**src/rtl/ddr_latency_pipe_pkg.sv**
```systemverilog
// Shared latency definitions for the controller-side and memory-side delay lines.
package ddr_latency_pipe_pkg;

  // Largest supported CAS latency and CAS write latency, in clocks.
  localparam int MAX_CL  = 24;
  localparam int MAX_CWL = 20;
  // Default CAS latency after power-up.
  localparam int DEF_TCL = 11;

  // The controller retimes read data at TCL-1 and the memory model at TCL-2.
  localparam int CTRL_LAT_OFS = 1;
  localparam int MEM_LAT_OFS  = 2;

  localparam int DEF_MAXLAT = (MAX_CL > MAX_CWL) ? MAX_CL : MAX_CWL;
  localparam int DEF_RSTLAT = DEF_TCL;
  localparam int DEF_LATW   = $clog2(DEF_MAXLAT + 1);

  typedef logic [DEF_LATW-1:0] lat_t;

  // Converts a mode-register CAS latency into a pipe latency for a given side.
  function automatic lat_t tcl_to_lat(input int tcl, input int ofs);
    return lat_t'(tcl - ofs);
  endfunction

endpackage

```
**src/rtl/ddr_latency_ctrl.sv**
```systemverilog
// Reload guard, occupancy counter and reload-error pulse for ddr_latency_pipe.
module ddr_latency_ctrl
  import ddr_latency_pipe_pkg::*;
#(
  parameter int MAXLAT = DEF_MAXLAT,
  parameter int MINLAT = 1,
  parameter int RSTLAT = DEF_RSTLAT,
  parameter int LATW   = $clog2(MAXLAT + 1)
) (
  input  logic            clock,
  input  logic            reset,
  input  logic            in_valid,
  input  logic            flush,
  input  logic            tap_vld,
  input  logic            lat_load,
  input  logic [LATW-1:0] lat_cfg,
  output logic            load_acc,
  output logic [LATW-1:0] cur_lat,
  output logic [LATW-1:0] occupancy,
  output logic            empty,
  output logic            lat_err
);

  logic cfg_ok;

  assign cfg_ok   = (lat_cfg >= LATW'(MINLAT)) && (lat_cfg <= LATW'(MAXLAT));
  assign empty    = (occupancy == '0);
  // A new latency is only safe when nothing is in flight and no flush competes.
  assign load_acc = lat_load && empty && cfg_ok && !flush;

  // Latency register, occupancy count and one-cycle rejection pulse.
  always_ff @(posedge clock) begin
    if (reset) begin
      cur_lat   <= LATW'(RSTLAT);
      occupancy <= '0;
      lat_err   <= 1'b0;
    end else begin
      lat_err <= lat_load && !load_acc;
      if (load_acc)
        cur_lat <= lat_cfg;
      if (flush)
        occupancy <= '0;
      else
        occupancy <= occupancy + LATW'(in_valid) - LATW'(tap_vld);
    end
  end

endmodule

```
**src/rtl/ddr_latency_pipe.sv**
```systemverilog
// Runtime-programmable fixed-latency {valid, data} delay line with flush and guarded reload.
module ddr_latency_pipe
  import ddr_latency_pipe_pkg::*;
#(
  parameter int WIDTH  = 64,
  parameter int MAXLAT = DEF_MAXLAT,
  parameter int MINLAT = 1,
  parameter int RSTLAT = DEF_RSTLAT,
  parameter int LATW   = $clog2(MAXLAT + 1)
) (
  input  logic             clock,
  input  logic             reset,
  input  logic             in_valid,
  input  logic [WIDTH-1:0] in_data,
  input  logic             flush,
  input  logic             lat_load,
  input  logic [LATW-1:0]  lat_cfg,
  output logic             out_valid,
  output logic [WIDTH-1:0] out_data,
  output logic [LATW-1:0]  cur_lat,
  output logic [LATW-1:0]  occupancy,
  output logic             empty,
  output logic             lat_err
);

  if (MINLAT < 1 || MINLAT > MAXLAT || RSTLAT < MINLAT || RSTLAT > MAXLAT) begin : g_param_check
    $fatal(1, "ddr_latency_pipe: require 1 <= MINLAT <= RSTLAT <= MAXLAT");
  end

  logic [MAXLAT-1:0] stg_vld;
  logic [WIDTH-1:0]  stg_data [MAXLAT];
  logic              tap_vld;
  logic [WIDTH-1:0]  tap_data;
  logic              load_acc;
  logic              wr;
  logic              clr;

  assign wr  = in_valid && !flush;
  // Clearing on an accepted load kills stale valids of words that already left
  // through the old tap, so a longer latency cannot replay them.
  assign clr = flush || load_acc;

  ddr_latency_ctrl #(
    .MAXLAT (MAXLAT),
    .MINLAT (MINLAT),
    .RSTLAT (RSTLAT),
    .LATW   (LATW)
  ) u_ctrl (
    .clock     (clock),
    .reset     (reset),
    .in_valid  (in_valid),
    .flush     (flush),
    .tap_vld   (tap_vld),
    .lat_load  (lat_load),
    .lat_cfg   (lat_cfg),
    .load_acc  (load_acc),
    .cur_lat   (cur_lat),
    .occupancy (occupancy),
    .empty     (empty),
    .lat_err   (lat_err)
  );

  // Tap select: stage cur_lat-1 feeds the output register.
  always_comb begin
    tap_vld  = 1'b0;
    tap_data = '0;
    for (int i = 0; i < MAXLAT; i++) begin
      if (cur_lat == LATW'(i + 1)) begin
        tap_vld  = stg_vld[i];
        tap_data = stg_data[i];
      end
    end
  end

  // Shift chain and registered output tap.
  always_ff @(posedge clock) begin
    if (reset) begin
      stg_vld   <= '0;
      for (int i = 0; i < MAXLAT; i++)
        stg_data[i] <= '0;
      out_valid <= 1'b0;
      out_data  <= '0;
    end else begin
      for (int i = MAXLAT - 1; i > 0; i--) begin
        stg_vld[i]  <= stg_vld[i-1] && !clr;
        stg_data[i] <= stg_data[i-1];
      end
      stg_vld[0]  <= wr;
      stg_data[0] <= wr ? in_data : '0;
      out_valid   <= tap_vld && !flush;
      out_data    <= (tap_vld && !flush) ? tap_data : '0;
    end
  end

`ifndef SYNTHESIS
  // Input sanity and occupancy bound.
  always @(posedge clock) begin
    if (!reset) begin
      assert (!(in_valid === 1'b1 && $isunknown(in_data)))
        else $fatal(1, "ddr_latency_pipe: in_data unknown while in_valid=1");
      assert (!$isunknown({in_valid, flush, lat_load, lat_cfg}))
        else $fatal(1, "ddr_latency_pipe: control input unknown");
      assert (occupancy <= cur_lat)
        else $fatal(1, "ddr_latency_pipe: occupancy exceeds cur_lat");
    end
  end
`endif

endmodule

```
**config.mk**
```make
export PLATFORM = sky130hd
export DESIGN_NAME = ddr_latency_pipe
export DESIGN_NICKNAME = d
export VERILOG_FILES = /design/src/rtl/ddr_latency_pipe_pkg.sv /design/src/rtl/ddr_latency_ctrl.sv /design/src/rtl/ddr_latency_pipe.sv
export SDC_FILE = /design/constraint.sdc
export NUM_CORES = 2
export LEC_CHECK = 0
export CAP_MARGIN = 5
export CELL_PAD_IN_SITES_DETAIL_PLACEMENT = 0
export CELL_PAD_IN_SITES_GLOBAL_PLACEMENT = 1
export CORE_ASPECT_RATIO = 1.2
export CORE_MARGIN = 3
export CORE_UTILIZATION = 48
export DETAILED_ROUTE_END_ITERATION = 10
export PLACE_DENSITY = 0.78
export SYNTH_ARGS = -nofsm -noshare
export SYNTH_HDL_FRONTEND = slang
export SYNTH_HIERARCHICAL = 1
export SYNTH_SLANG_ARGS = --single-unit
```
**constraint.sdc**
```tcl
create_clock -name clock -period 4.45 [get_ports clock]
set_clock_uncertainty 0.15 [all_clocks]
set_input_delay 0.445 -clock clock [delete_from_list [all_inputs] [get_ports clock]]
set_output_delay 0.445 -clock clock [all_outputs]
set_load 0.01 [all_outputs]
```
==> impl_metrics.yaml <==
run_status:
  outcome: "completed"
drt:
  via_count: 40750
  first_pass_iters: 6
  routed_wl_um: 167000
  via_per_inst: 5.56
  wl_per_cell_um: 22.8
  route.detailed.drc: 0
  drt-initial-drc-count: 3798
  antenna_left: 0
synthesis:
  synth-edff-count: 0
  synth_mux_area_frac: 0.0186
  ys_seq_area_frac: 0.573
  ys_types: 81
  synth.avg_cell_area_um2: 10.1
  synth_compound_area_frac: 0.137
  synth_top_family_by_area: "simple AND/OR/NAND/NOR gates"
  syn_area_mm2: 0.0571
  netlist_instances: 5651
  synthAdderAreaFrac: 0.00166
  synth-seq-cells: 1636
  syn-num-nets: 5732
  yosys_most_used_dff: "dfxtp_1"
  synthSimpleGateAreaFrac: 0.234
  ys_warn_count: 6
  async_reset_ff_frac: 0
  synth_xor_area_frac: 0.000613
worst_setup_path:
  critPathArrivalTime_ns: 4.27
  cp_max_fo: 19
  start_kind: "flip-flop"
  end_kind: "flip-flop"
  cp.required_ns: 4.95
  crit_chain: "buf_4, or3b_1, nor2_2, a22oi_1, nand4_1, nor3_1, nor2_1, ha_1, inv_1, ha_1, fa_1, a21oi_1, o21bai_1, xnor2_1, nor3_1"
  cpPeakStageDelay_ns: 0.55
  critPathKind: "reg2reg"
  crit_slowest_cell: "dfxtp_2"
die:
  die_height_um: 384
  ios: 151
  core_area_mm2: 0.118
  dieWidth_um: 321
  rows: 138
  start_util: 0.484
  die_area_mm2: 0.123
sta:
  fin_crit_sh: 0.848
  relSlewSlack: 0.240
  finalSetupViolations: 0
  period_needed_ns: 3.77
  hold_viol: 0
  worstMarginPinSlew_ns: 1.14
  rsz0062_at_grt: "no"
  slew_viol_final: 0
  fmax_mhz: 265
  worst_slack_ns: 0.679
  tns_ns: 0
final_layout:
  area_growth_pct: 14.6
  final_util: 0.554
  stdcell_area_mm2: 0.0654
  nNetsFinal: 5745
  final_layout_size_suffix_gt1_frac: 0.0880
pwr:
  p_leak_nw: 25.0
  ir_drop_mv: 0.285
  power.density_mw_per_mm2: 461
clocking:
  cts_tree: "built"
  clk_latency_ns: 0.79
  cts.sinks: 1636
  cts_resized: 0
  clock-root-buffer: "clkbuf_16"
  postCtsSetupBuffers: 0
  cts_hold_buffers: 0
  clk_pin_slew_worst_paths_ns: 0.07
  cts.path.max_buffers: 3
  numCtsBuffers: 157
  h-tree-depth: 4
placed_design:
  dpl.hpwl_um: 107000
  preCtsSetupSlack_ns: 0.745
  finalWeightedCongestion: 0.905
  post_dp_cell_area_mm2: 0.0602
  port_buffers: 150
grt:
  grt_max_degree: 205
  antenna_found_initial: 10
  grt-ovfl-total: 0
  grt_pass1_vias: 39030
  grt_use_total: 0.266
  grt_pass1_wl_um: 249000
flow_run:
  drv_cap: 0
worst_hold_path:
  min_path_type: "in2reg"
-- worst max-delay path, delay by kind of cell, from the launching register on --
kind            cells  cell delay [ns]
compound gates      3             0.49
simple gates        6             1.05
flops               1             0.55
xor+xnor            1             0.16
buf+inv             2             0.31
fa+ha+maj           3             0.92
-- sequential cells by signal, indices dropped and copies added, names as in the netlist --
register          cells
out_data             64
out_valid             1
stg_data           1536
stg_vld              24
u_ctrl/cur_lat        5
u_ctrl/lat_err        1
u_ctrl/occupancy      5
-- layer usage --
layer  wire (um)  up-vias  GRT usage
met2       72600     1288      0.403
met4        4340        2     0.0797
met1       77700    19819      0.378
met5          19        -          0
li1            -    19393          -
met3       12700      248     0.0622
-- kinds of logic (layout without fill, tap and decap cells) --
group	after synthesis	in the layout
compound gates	1163	1163
xor+xnor	4	4
fa+ha+maj	7	7
other cells	0	1
mux	99	99
flops	1636	1636
buf+inv	469	602
simple gates	2273	2273
-- where the power goes --
group          internal [mW]  leakage [nW]  switching (mW)  total [mW]
clock                   7.87          2.61            5.67        13.5
sequential              14.7          13.2          0.0598        14.7
combinational          0.555          9.17            1.31        1.86
total                   23.1          25.0            7.04        30.2
-- placed cells by master, fill, tap and decap left out, drive strengths merged, types with 109 or more instances in the layout --
cell type / n
nand2: 110
clkbuf: 231
nor2b: 1484
o21ai: 243
buf: 151
nor2: 235
nand3: 109
dfxtp: 1636
o22ai: 146
clkdlybuf4s50: 149
a22oi: 146
a21oi: 210
-- per-stage QoR --
step | hold WS, ns | std cells | total power, mW
global route | 0.0477 | 7324 | 31.1
floorplan | 0.260 | 5651 | 16.1
CTS | 0.00859 | 7324 | 30.4
finish | 0.0385 | 7325 | 30.2
detailed placement | 0.276 | 7045 | 16.9
global placement | 0.270 | 7045 | 16.9
-- cell usage after synthesis, drive strengths merged (41+ instances only) --
master / number / share of area
nor2: 235 / 0.016
and2: 91 / 0.010
o22ai: 146 / 0.016
clkbuf: 320 / 0.021
nand2: 110 / 0.0072
mux2: 59 / 0.012
nor2b: 1484 / 0.16
a21oi: 210 / 0.018
nand3: 109 / 0.0096
buf: 126 / 0.012
nor3: 41 / 0.0038
dfxtp: 1636 / 0.57
a22oi: 146 / 0.019
o21ai: 243 / 0.021
and3: 50 / 0.0055
o221ai: 52 / 0.0081
-- area by class of cell --
class	count	area, um2
sequential	1636	32800
timing repair buffer	300	2880
antenna	1	2.50
clock inverter	48	601
clock buffer	231	4670
inverter	23	86.3
tap	1540	1930
fill	10519	52700
multi-input combinational	3546	22500
-- final timing paths --
kind	startpoint	end	slack, ns	cells past startpoint
setup / recovery	u_ctrl/cur_lat[3]	u_ctrl/occupancy[4]	0.68	15
hold / removal	reset	stg_data[0][895]	0.04	2
setup reg to reg	u_ctrl/cur_lat[3]	u_ctrl/occupancy[4]	0.68	15
hold reg to reg	stg_data[0][1015]	stg_data[0][1079]	0.28	2
Note: power is estimated with default switching activity, not from simulation.
